`src/rtl/lt_spi_master.sv`:
```
// SPI master (mode 0, MSB first) issuing fixed 40-bit register-access frames
// to the lt_avalon_out slave, plus a synchroniser for the slave's sint line.
module lt_spi_master #(
  parameter int unsigned CLK_DIV = 4,
  parameter int unsigned CS_GAP  = 4
) (
  input  logic        clk,
  input  logic        rst,
  input  logic        cmd_valid,
  output logic        cmd_ready,
  input  logic        cmd_write,
  input  logic [6:0]  cmd_addr,
  input  logic [31:0] cmd_wdata,
  output logic        rsp_valid,
  output logic [31:0] rsp_rdata,
  output logic        spi_cs,
  output logic        spi_sclk,
  output logic        spi_mosi,
  input  logic        spi_miso,
  input  logic        spi_sint,
  output logic        sint_level,
  output logic        sint_rise
);

  localparam int unsigned HW = $clog2(CLK_DIV) + 1;
  localparam int unsigned GW = (CS_GAP > 1) ? $clog2(CS_GAP) : 1;
  localparam logic [HW-1:0] H_LAST = HW'(CLK_DIV - 1);
  localparam logic [GW-1:0] G_LAST = GW'(CS_GAP - 1);

  localparam logic [2:0] ST_IDLE  = 3'd0;
  localparam logic [2:0] ST_SETUP = 3'd1;
  localparam logic [2:0] ST_SHIFT = 3'd2;
  localparam logic [2:0] ST_HOLD  = 3'd3;
  localparam logic [2:0] ST_GAP   = 3'd4;

  logic [2:0]    state;
  logic [39:0]   sreg;
  logic [31:0]   rx;
  logic [HW-1:0] hcnt;
  logic [5:0]    bcnt;
  logic [GW-1:0] gcnt;
  logic          sint_ff1;
  logic          sint_prev;

  assign cmd_ready = (state == ST_IDLE) & ~rst;
  // MOSI comes straight from the shift register MSB; the register is zero outside a frame.
  assign spi_mosi  = sreg[39];

  always_ff @(posedge clk or posedge rst) begin
    if (rst) begin
      state     <= ST_IDLE;
      spi_cs    <= 1'b1;
      spi_sclk  <= 1'b0;
      sreg      <= '0;
      rx        <= '0;
      hcnt      <= '0;
      bcnt      <= '0;
      gcnt      <= '0;
      rsp_valid <= 1'b0;
      rsp_rdata <= '0;
    end else begin
      rsp_valid <= 1'b0;
      case (state)
        ST_IDLE: begin
          if (cmd_valid) begin
            sreg   <= {cmd_write, cmd_addr, cmd_write ? cmd_wdata : 32'h0};
            spi_cs <= 1'b0;
            hcnt   <= '0;
            state  <= ST_SETUP;
          end
        end
        ST_SETUP: begin
          if (hcnt == H_LAST) begin
            hcnt     <= '0;
            bcnt     <= '0;
            spi_sclk <= 1'b1;
            state    <= ST_SHIFT;
          end else begin
            hcnt <= hcnt + 1'b1;
          end
        end
        ST_SHIFT: begin
          if (hcnt != H_LAST) begin
            hcnt <= hcnt + 1'b1;
          end else begin
            hcnt <= '0;
            if (spi_sclk) begin
              // End of high phase: sample MISO; only the last 32 samples survive in rx.
              spi_sclk <= 1'b0;
              rx       <= {rx[30:0], spi_miso};
              if (bcnt != 6'd39)
                sreg <= {sreg[38:0], 1'b0};
            end else if (bcnt == 6'd39) begin
              state <= ST_HOLD;
            end else begin
              bcnt     <= bcnt + 1'b1;
              spi_sclk <= 1'b1;
            end
          end
        end
        ST_HOLD: begin
          if (hcnt == H_LAST) begin
            hcnt      <= '0;
            spi_cs    <= 1'b1;
            sreg      <= '0;
            rsp_valid <= 1'b1;
            rsp_rdata <= rx;
            gcnt      <= '0;
            state     <= ST_GAP;
          end else begin
            hcnt <= hcnt + 1'b1;
          end
        end
        ST_GAP: begin
          if (gcnt == G_LAST)
            state <= ST_IDLE;
          else
            gcnt <= gcnt + 1'b1;
        end
        default: state <= ST_IDLE;
      endcase
    end
  end

  always_ff @(posedge clk or posedge rst) begin
    if (rst) begin
      sint_ff1   <= 1'b0;
      sint_level <= 1'b0;
      sint_prev  <= 1'b0;
      sint_rise  <= 1'b0;
    end else begin
      sint_ff1   <= spi_sint;
      sint_level <= sint_ff1;
      sint_prev  <= sint_level;
      sint_rise  <= sint_level & ~sint_prev;
    end
  end

endmodule

```
`config.mk`:
```
export PLATFORM = sky130hd
export DESIGN_NAME = lt_spi_master
export DESIGN_NICKNAME = d
export VERILOG_FILES = /design/src/rtl/lt_spi_master.sv
export SDC_FILE = /design/constraint.sdc
export NUM_CORES = 1
export LEC_CHECK = 0
export CAP_MARGIN = 20
export CORE_MARGIN = 2
export CORE_UTILIZATION = 31
export CTS_BUF_LIST = sky130_fd_sc_hd__clkbuf_4
export DETAILED_ROUTE_END_ITERATION = 8
export PLACE_DENSITY_LB_ADDON = 0.1
export SLEW_MARGIN = 20
export SYNTH_ARGS = -nofsm -noshare
export SYNTH_HDL_FRONTEND = slang
export SYNTH_SLANG_ARGS = --single-unit
```
`constraint.sdc`:
```
create_clock -name clk -period 11.9 [get_ports clk]
set_clock_uncertainty 0.1 [all_clocks]
set_input_delay 1.785 -clock clk [delete_from_list [all_inputs] [get_ports clk]]
set_output_delay 1.785 -clock clk [all_outputs]
set_load 0.03 [all_outputs]
```
; ---- Yosys cells after proc, flatten, opt, wreduce, memory -nomap -nowiden
; Cells that the tools add are included.
[word_totals]
register_bits = 125
inputBits = 45
out_inout_bits = 39
wordCells = 94
[classes]
add_sub_neg = 3
n_eq_ne = 20
n_mux = 36
n_bitwise = 5
reduce_logical = 16
[op_table]
columns = op, n
row1 = $mux W40, 5
row2 = $pmux W40 S3, 1
row3 = $mux W32, 1
row4 = $mux W3, 10
row5 = $mux W6, 4
row6 = $ne A2 B2 Y1 const B, 11
row7 = $pmux W3 S5, 1
row8 = $pmux W6 S2, 1
row9 = $reduce_and A3 Y1, 4
row10 = $eq A3 B2 Y1 const B, 3
row11 = $pmux W3 S3, 1
row12 = $mux W1, 7
row13 = $reduce_and A7 Y1, 1
row14 = $add A6 B1 Y6 const B, 1
row15 = $eq A6 B6 Y1 const B, 1
row16 = $ne A6 B6 Y1 const B, 1
row17 = $reduce_and A6 Y1, 1
row18 = $reduce_bool A2 Y1, 3
row19 = $reduce_bool A3 Y1, 2
row20 = $reduce_and A5 Y1, 1
row21 = $mux W2, 2
row22 = $pmux W1 S2, 2
row23 = $pmux W2 S2, 1
row24 = $reduce_and A2 Y1, 2
row25 = other kinds (10), 13

; ---- Longest topological paths before layout
; Gate-level depths: netlist of the first run.
[logic_depth]
word_depth = 5
ltp_mapped = 7
depth_no_buf = 5

; ---- Least setup slack after synthesis of the first run
; OpenSTA, ideal clock, no wires.
[synth_timing]
path_kind = input -> output
startpoint = in rst
endpoint = out cmd_ready
arrival_ps = 2686
t_required_ps = 10015
setup_slack_ps = 7329
cell_stages = 1
n_path_buf = 0
cell_sequence = nor4_1
[synth_via]
elab_chain_cells = 2
[synth_rtl]
columns = element, line_no
row1 = "start, declared", 8  ; input logic rst,
row2 = $not A1 Y1, 45  ; assign cmd_ready = (state == ST_IDLE) & ~rst;
row3 = $and A1 B1 Y1, 45
row4 = "end, declared", 10  ; output logic cmd_ready,
; No other way between the ends.

; ---- Worst setup path after layout of the first run
; Same ends and word-level chain as after synthesis.

==> metrics.txt, run 1 <==
status finished clean; Routed wire per std cell 14.80 um; Async S/R FF share, synth 1.000; Seq/Total Area, Yosys 0.5541; post-synth cell types 43; Setup WS pre-CTS 6803 ps; flip-flop and latch area 3129 um2; Final Hold Vio Count 0; Max Root-Sink Buffers 2; clock latency on the worst-skew pair 550 ps; nets@finish 584; slack of the worst reg-to-reg path 8910 ps; Power Total 1247 uW; post-cts resize count 0; layout cells sized above 1 0.2477; placed instance count 746; pins over their slew limit 0; initial antenna violation count 1; Post-synth EDFFs 0; Area after DPL 6631 um2; # Max-Cap Violations 0; Total Wirelength 11530 um; CTS tree yes; area of the multi-input gates 2306 um2; CP startpoint kind primary input; HP Class reg2reg; fill count 1764; Leak Pwr 0.003132 uW; post-CTS setup buffers 0; Core Box Area 17900 um2; fin area 6902 um2; CTS root buffer clkbuf_4; critical path data arrival time 3200 ps; Via density 4.760; minimum clock period after layout 5080 ps; dpl hpwl 6880 um; GPL Wtd Cong 0.7178; Reg clk slew, reported paths 110 ps; cts bufs inserted 17; Finished Layout Cells 779; most frequent cells in the layout dfrtp_1, mux2_2, clkdlybuf4s50_1, o21ai_0, nand3_1; period utilization 0.4269; Mapped Nets 511; syn_area_per_cell 12.20 um2; largest net degree at the start of global routing 82; Worst EP required 10020 ps; CP endpoint kind primary output; Setup TNS 0 ps; first-pass GRT wire length 19150 um; io pins 84; 1st-iter DRT viols 93; max frequency 196.8 MHz; Starting Density 0.3155; Final WS setup 6820 ps; mapped cell area 5648 um2; Die Area 19320 um2; gr ovfl total 0; Die Y 139.0 um; Yosys Warn Count 0; Least-Margin Pin Slew 942.8 ps; DRC violations left 0; vias in the first global route 3806; antenna viol nets, final 0; commonest non-fill, non-tap cell in the layout dfrtp_1; kind of critical path in2out; Main synth FF type dfrtp_1; Syn-to-layout area delta 22.20%; row count 49; VDD IR max 75.73 uV; pwr dens 180.6 nW/um2; Final setup viols 0; Gate Count Post-Synth 463; CP max FO 2; Via Count 3708; Sink Count 125; Hold Buf Count CTS 0; Slew HR 0.3707; Die W 139.0 um; H-tree depth 4; #FFs+latches synth 125; RSZ-0062 raised after global routing false; PortBufs 83; drt pass-1 iters 4; gr usage total 0.1240
## where the power goes
part	leakage, uW	switching, uW	internal [uW]
Clock	0.000137	161	126
Sequential	0.00168	46.1	495
Combinational	0.00131	224	194
Total	0.00313	431	815
## Yosys cell counts (2+ instances only)
cell type | instances | share of area
o311ai_0 | 2 | 0.0031
mux2i_1 | 10 | 0.018
mux2_2 | 93 | 0.19
nor2_1 | 9 | 0.0060
a22o_1 | 2 | 0.0031
nor3_1 | 2 | 0.0018
a31oi_1 | 4 | 0.0044
nand3_1 | 35 | 0.031
ha_1 | 3 | 0.0066
buf_1 | 2 | 0.0013
nor3b_1 | 10 | 0.013
o21ai_0 | 38 | 0.034
buf_2 | 5 | 0.0044
and3_1 | 4 | 0.0044
nand2b_1 | 33 | 0.037
nand2_1 | 7 | 0.0047
mux2_1 | 4 | 0.0080
clkbuf_1 | 21 | 0.014
o31ai_1 | 3 | 0.0040
a21oi_1 | 10 | 0.0089
nor2b_1 | 5 | 0.0055
buf_6 | 5 | 0.010
inv_1 | 13 | 0.0086
dfrtp_1 | 124 | 0.55
## area by class of cell
| cell class | count | share of cell area |
|---|---|---|
| Tap cell | 229 | 0.04152 |
| Sequential cell | 125 | 0.4534 |
| Timing Repair Buffer | 87 | 0.1240 |
| Inverter | 13 | 0.007796 |
| Clock buffer | 19 | 0.02067 |
| Clock inverter | 13 | 0.01813 |
| Antenna cell | 1 | 0.0003626 |
| Multi-Input combinational cell | 292 | 0.3341 |
## metal layers
metal  global-route usage  part of all wire
met1               0.1568              0.46
met2               0.1895              0.46
met3              0.05110             0.065
met4              0.04944             0.017
met5                    0                 0
## critical path: stages
cell and delay (ps):
clkdlybuf4s50_1 490, nor4_1 200, clkdlybuf4s50_1 720
## kinds of logic after synthesis
kind of cell             after synthesis  synth area share
XOR/XNOR                               1          0.001551
AO/OA/AOI/OAI                         66           0.07045
buffers and inverters                 46           0.03833
AND/OR/NAND/NOR                      115            0.1179
flip-flops                           125            0.5541
adder cells (fa/ha/maj)                3          0.006647
multiplexers                         107            0.2111
## registers in the layout (all words and copies together) (netlist names), 2 cells and up
name / cells
gcnt: 2
state: 3
bcnt: 6
hcnt: 3
rx: 32
rsp_rdata: 32
sreg: 40
## worst paths after layout
check,endpoint,cells after the start,start
setup / recovery,cmd_ready,3,rst
hold / removal,sint_level$_DFF_PP0_,0,sint_ff1$_DFF_PP0_
setup reg to reg,sreg[6]$_DFFE_PP0P_,6,state[2]$_DFFE_PP0P_
hold reg to reg,sint_level$_DFF_PP0_,0,sint_ff1$_DFF_PP0_
max in group asynchronous,rx[8]$_DFFE_PP0P_,3,rst
min in group asynchronous,sint_rise$_DFF_PP0_,2,rst
## metrics by stage
| stage | util | hold WS, ps |
|---|---|---|
| global placement | 0.3707 | 233.6 |
| finish | 0.3855 | 264.7 |
| CTS | 0.3854 | 268.0 |
| global route | 0.3855 | 277.2 |
| floorplan | - | 231.2 |
| detailed placement | 0.3704 | 243.2 |
(Power assumes the default switching activity.)
==> run 2, diff against run 1 <==
clock period = 5.2 ns   (was 11.9 ns; I/O delays follow)
==> metrics.txt, run 2 (synthesis results as in run 1) <==
status finished clean; cts bufs inserted 17; dpl hpwl 7081 um; Least-Margin Pin Slew 943.6 ps; CTS root buffer clkbuf_4; period utilization 0.6271; slack of the worst reg-to-reg path 1940 ps; FF-to-FF End sreg[10]$_DFFE_PP0P_; slowest cell on the critical path o311ai_4; pwr dens 427.5 nW/um2; H-tree depth 4; Via density 4.717; HP Class reg2reg; most flop-heavy register sreg; gr usage total 0.1236; critical path data arrival time 3570 ps; Hold Buf Count CTS 0; antenna viol nets, final 0; fill count 1755; drt pass-1 iters 4; largest net degree at the start of global routing 94; Die W 139.0 um; max reg flops 40; Max Root-Sink Buffers 2; Setup TNS 0 ps; Starting Density 0.3155; Routed wire per std cell 14.65 um; CP startpoint kind flop; clock latency on the worst-skew pair 530 ps; crit-path most repeated cell buf_4; initial antenna violation count 1; Final Hold Vio Count 0; nets@finish 584; FF-to-FF path depth 6; Final setup viols 0; first-pass GRT wire length 19110 um; Syn-to-layout area delta 23.24%; Slew HR 0.3702; max frequency 306.7 MHz; row count 49; kind of critical path reg2reg; fin area 6960 um2; Reg clk slew, reported paths 100 ps; pins over their slew limit 0; RSZ-0062 raised after global routing false; minimum clock period after layout 3261 ps; commonest non-fill, non-tap cell in the layout dfrtp_1; Sink Count 125; post-cts resize count 0; Worst Setup SP state[0]$_DFFE_PP0P_; worst-path cell chain buf_4, nor3b_2, and3_2, o311ai_4, buf_4, mux2_2; Die Area 19320 um2; CP endpoint kind flop; layout cells sized above 1 0.2486; Area after DPL 6636 um2; Leak Pwr 0.003176 uW; Reg-to-Reg Start state[0]$_DFFE_PP0P_; Top Registers sreg x40, rsp_rdata x32, rx x32; Via Count 3665; VDD IR max 214.7 uV; 1st-iter DRT viols 259; GPL Wtd Cong 0.7410; CTS tree yes; vias in the first global route 3742; Total Wirelength 11390 um; post-CTS setup buffers 0; io pins 84; gr ovfl total 0; DRC violations left 0; Worst Setup EP sreg[10]$_DFFE_PP0P_; Core Box Area 17900 um2; PortBufs 83; Die Y 139.0 um; Worst EP required 5510 ps; worst stage delay on the critical path 740 ps; CP max FO 54; # Max-Cap Violations 0; most frequent cells in the layout dfrtp_1, mux2_2, clkdlybuf4s50_1, o21ai_0, nand3_1
## run 2: cell count changes in the layout (fill, tap and decap cells not counted), sizes merged
cell,previous run,this run
clkinvlp,4,0
bufinv,2,5
clkinv,7,4
clkbuf,19,21
## run 2: worst max-delay path, delay by kind of cell (launching register included)
kind	cells	cell delay, ps
muxes	1	390
AOI/OAI and AO/OA	1	740
DFF	1	340
buffers and inverters	2	910
and+or+nand+nor	2	650
## run 2: stage by stage
step | power (uW) | setup WS (ps) | std cells | util | hold slack [ps]
after global placement | 2205 | 1920 | 746 | 0.3707 | 234.6
after global routing | 3195 | 1612 | 777 | 0.3888 | 295.3
after CTS | 3030 | 1847 | 776 | 0.3889 | 271.5
final | 2976 | 1939 | 777 | 0.3888 | 269.8
after detailed placement | 2233 | 1870 | 746 | 0.3707 | 247.1
after floorplan | 2029 | 994.1 | 463 | - | 231.2
## run 2: power breakdown
part           leakage, uW  switching (uW)  internal (uW)
Clock             0.000181             339            443
Sequential         0.00168             106           1130
Combinational      0.00131             508            445
## run 2: layout make-up
cell class | instances | area [um2] | area share
sequential | 125 | 3129 | 0.4496
multi-input combinational | 292 | 2306 | 0.3313
timing repair buffer | 87 | 855.8 | 0.1230
tap | 229 | 286.5 | 0.04116
clock inverter | 9 | 168.9 | 0.02427
clock buffer | 21 | 157.7 | 0.02265
inverter | 13 | 53.80 | 0.007730
antenna | 1 | 2.502 | 0.0003595
## run 2: worst min path at each step
| stage | from | endpoint | depth (start not counted) |
|---|---|---|---|
| floorplan | sint_ff1$_DFF_PP0_ | sint_level$_DFF_PP0_ | 0 |
| global placement | sint_ff1$_DFF_PP0_ | sint_level$_DFF_PP0_ | 0 |
| detailed placement | sint_ff1$_DFF_PP0_ | sint_level$_DFF_PP0_ | 0 |
| CTS | sint_ff1$_DFF_PP0_ | sint_level$_DFF_PP0_ | 0 |
| global route | sint_ff1$_DFF_PP0_ | sint_level$_DFF_PP0_ | 0 |
| finish | sint_ff1$_DFF_PP0_ | sint_level$_DFF_PP0_ | 0 |
## run 2: per-layer routing
| layer | GRT usage | vias up | share of wire |
|---|---|---|---|
| met3 | 0.04972 | 12 | 0.063 |
| li1 | - | 1782 | - |
| met1 | 0.1647 | 1790 | 0.46 |
| met5 | 0 | - | 0 |
| met4 | 0.04466 | 0 | 0.013 |
| met2 | 0.1823 | 81 | 0.46 |
==> run 3, diff against run 2 <==
clock period = 3.09 ns   (was 5.2 ns; I/O delays follow)
==> metrics.txt, run 3 (synthesis results as in run 1) <==
cts bufs inserted 17; most frequent cells in the layout dfrtp_1, mux2_2, clkdlybuf4s50_1, o21ai_0, nand3_1; Leak Pwr 0.003186 uW; HP Class in2async; Reg clk slew, reported paths 110 ps; most flop-heavy register sreg; minimum clock period after layout 2802 ps; Via density 4.745; period utilization 0.9068; placed instance count 753; worst-path cell chain nor4_1, clkdlybuf4s50_1; VDD IR max 354.0 uV; CTS root buffer clkbuf_4; post-CTS setup buffers 0; Area after DPL 6711 um2; Die Y 139.0 um; largest net degree at the start of global routing 81; Routed wire per std cell 14.71 um; antenna viol nets, final 0; Starting Density 0.3155; area of the multi-input gates 2305 um2; fill count 1775; drt pass-1 iters 4; io pins 84; # Max-Cap Violations 0; Worst EP required 2530 ps; nets@finish 591; GPL Wtd Cong 0.7192; Final Hold Vio Count 0; row count 49; dpl hpwl 7183 um; 1st-iter DRT viols 146; Hold Buf Count CTS 0; RSZ-0062 raised after global routing false; layout cells sized above 1 0.2536; slowest cell on the critical path clkdlybuf4s50_1; pwr dens 699.0 nW/um2; Slew HR 0.5384; Final WS setup 288.1 ps; H-tree depth 4; Top Layer Used met5; CP endpoint kind primary output; gr usage total 0.1267; Buf/Inv on CP 1; WL met3 751 um; CTS tree yes; kind of critical path reg2out; max frequency 356.9 MHz; pins over their slew limit 0; first-pass GRT wire length 19620 um; gr ovfl total 0; Via Count 3734; flip-flop and latch area 3129 um2; Die W 139.0 um; critical path data arrival time 2240 ps; vias in the first global route 3945; Max Root-Sink Buffers 2; status finished clean; Setup TNS 0 ps; worst stage delay on the critical path 730 ps; DRC violations left 0; clock latency on the worst-skew pair 520 ps; Final setup viols 0; Setup WS pre-CTS 511.6 ps; CP startpoint kind flop; post-cts resize count 0; Syn-to-layout area delta 24.17%; top cell family by delay on the critical path buffers and inverters; M1 WL 5291 um; Die Area 19320 um2; CP max FO 18; initial antenna violation count 2; fin area 7013 um2; Least-Margin Pin Slew 692.5 ps; met2 wire len 5329 um; PortBufs 83; Total Wirelength 11580 um; Finished Layout Cells 787; commonest non-fill, non-tap cell in the layout dfrtp_1; Sink Count 125; max reg flops 40; Top Registers sreg x40, rsp_rdata x32, rx x32; Core Box Area 17900 um2
## run 3: cell types whose count changed in the layout (fill, tap and decap cells not counted), sizes merged
cell,delta
buf,+6
clkinvlp,+4
bufinv,-2
clkinv,+2
clkbuf,-1
clkdlybuf4s50,+1
diode,+1
inv,-1
## run 3: worst reg2reg max path, cell delays in order (launching register included)
cell      delay, ps
dfrtp_1         600
nor3b_2         290
and3_1          260
o311ai_4        220
buf_4           520
mux2_2          420
## run 3: layout make-up
cell class | instances | area share
tap | 229 | 0.04086
clock buffer | 20 | 0.02141
inverter | 13 | 0.007493
multi-input combinational | 292 | 0.3286
sequential | 125 | 0.4462
antenna | 2 | 0.0007136
clock inverter | 12 | 0.02087
timing repair buffer | 94 | 0.1338
## run 3: final timing paths
check,start,end,slack [ps],cells past startpoint
worst max-delay path,state[1]$_DFFE_PP0P_,cmd_ready,290,2
worst min-delay path,rst,bcnt[2]$_DFFE_PP0P_,260,2
worst max register to register,state[1]$_DFFE_PP0P_,sreg[1]$_DFFE_PP0P_,580,5
worst min register to register,sint_ff1$_DFF_PP0_,sint_level$_DFF_PP0_,260,0
max in group asynchronous,rst,rx[16]$_DFFE_PP0P_,1950,3
min in group clk,sint_ff1$_DFF_PP0_,sint_level$_DFF_PP0_,260,0
## run 3: metrics by stage
step | hold slack [ps] | utilization | power [uW]
2_1_floorplan | 231.2 | - | 3414
6_report | 261.5 | 0.3917 | 4902
4_1_cts | 209.6 | 0.3915 | 5004
5_1_grt | 231.0 | 0.3917 | 5255
3_5_place_dp | 240.4 | 0.3749 | 3773
3_3_place_gp | 233.0 | 0.3749 | 3732
## run 3: layer usage
| layer | vias up | global-route usage |
|---|---|---|
| li1 | 1802 | - |
| met1 | 1847 | 0.1549 |
| met2 | 70 | 0.1978 |
| met3 | 13 | 0.05076 |
| met4 | 2 | 0.05635 |
| met5 | - | 0 |
## run 3: report_power, final
group | switching, uW | internal, uW | leakage [uW] | total, uW
Clock | 610 | 580 | 0.000152 | 1190
Sequential | 200 | 1910 | 0.00168 | 2110
Combinational | 834 | 770 | 0.00135 | 1600
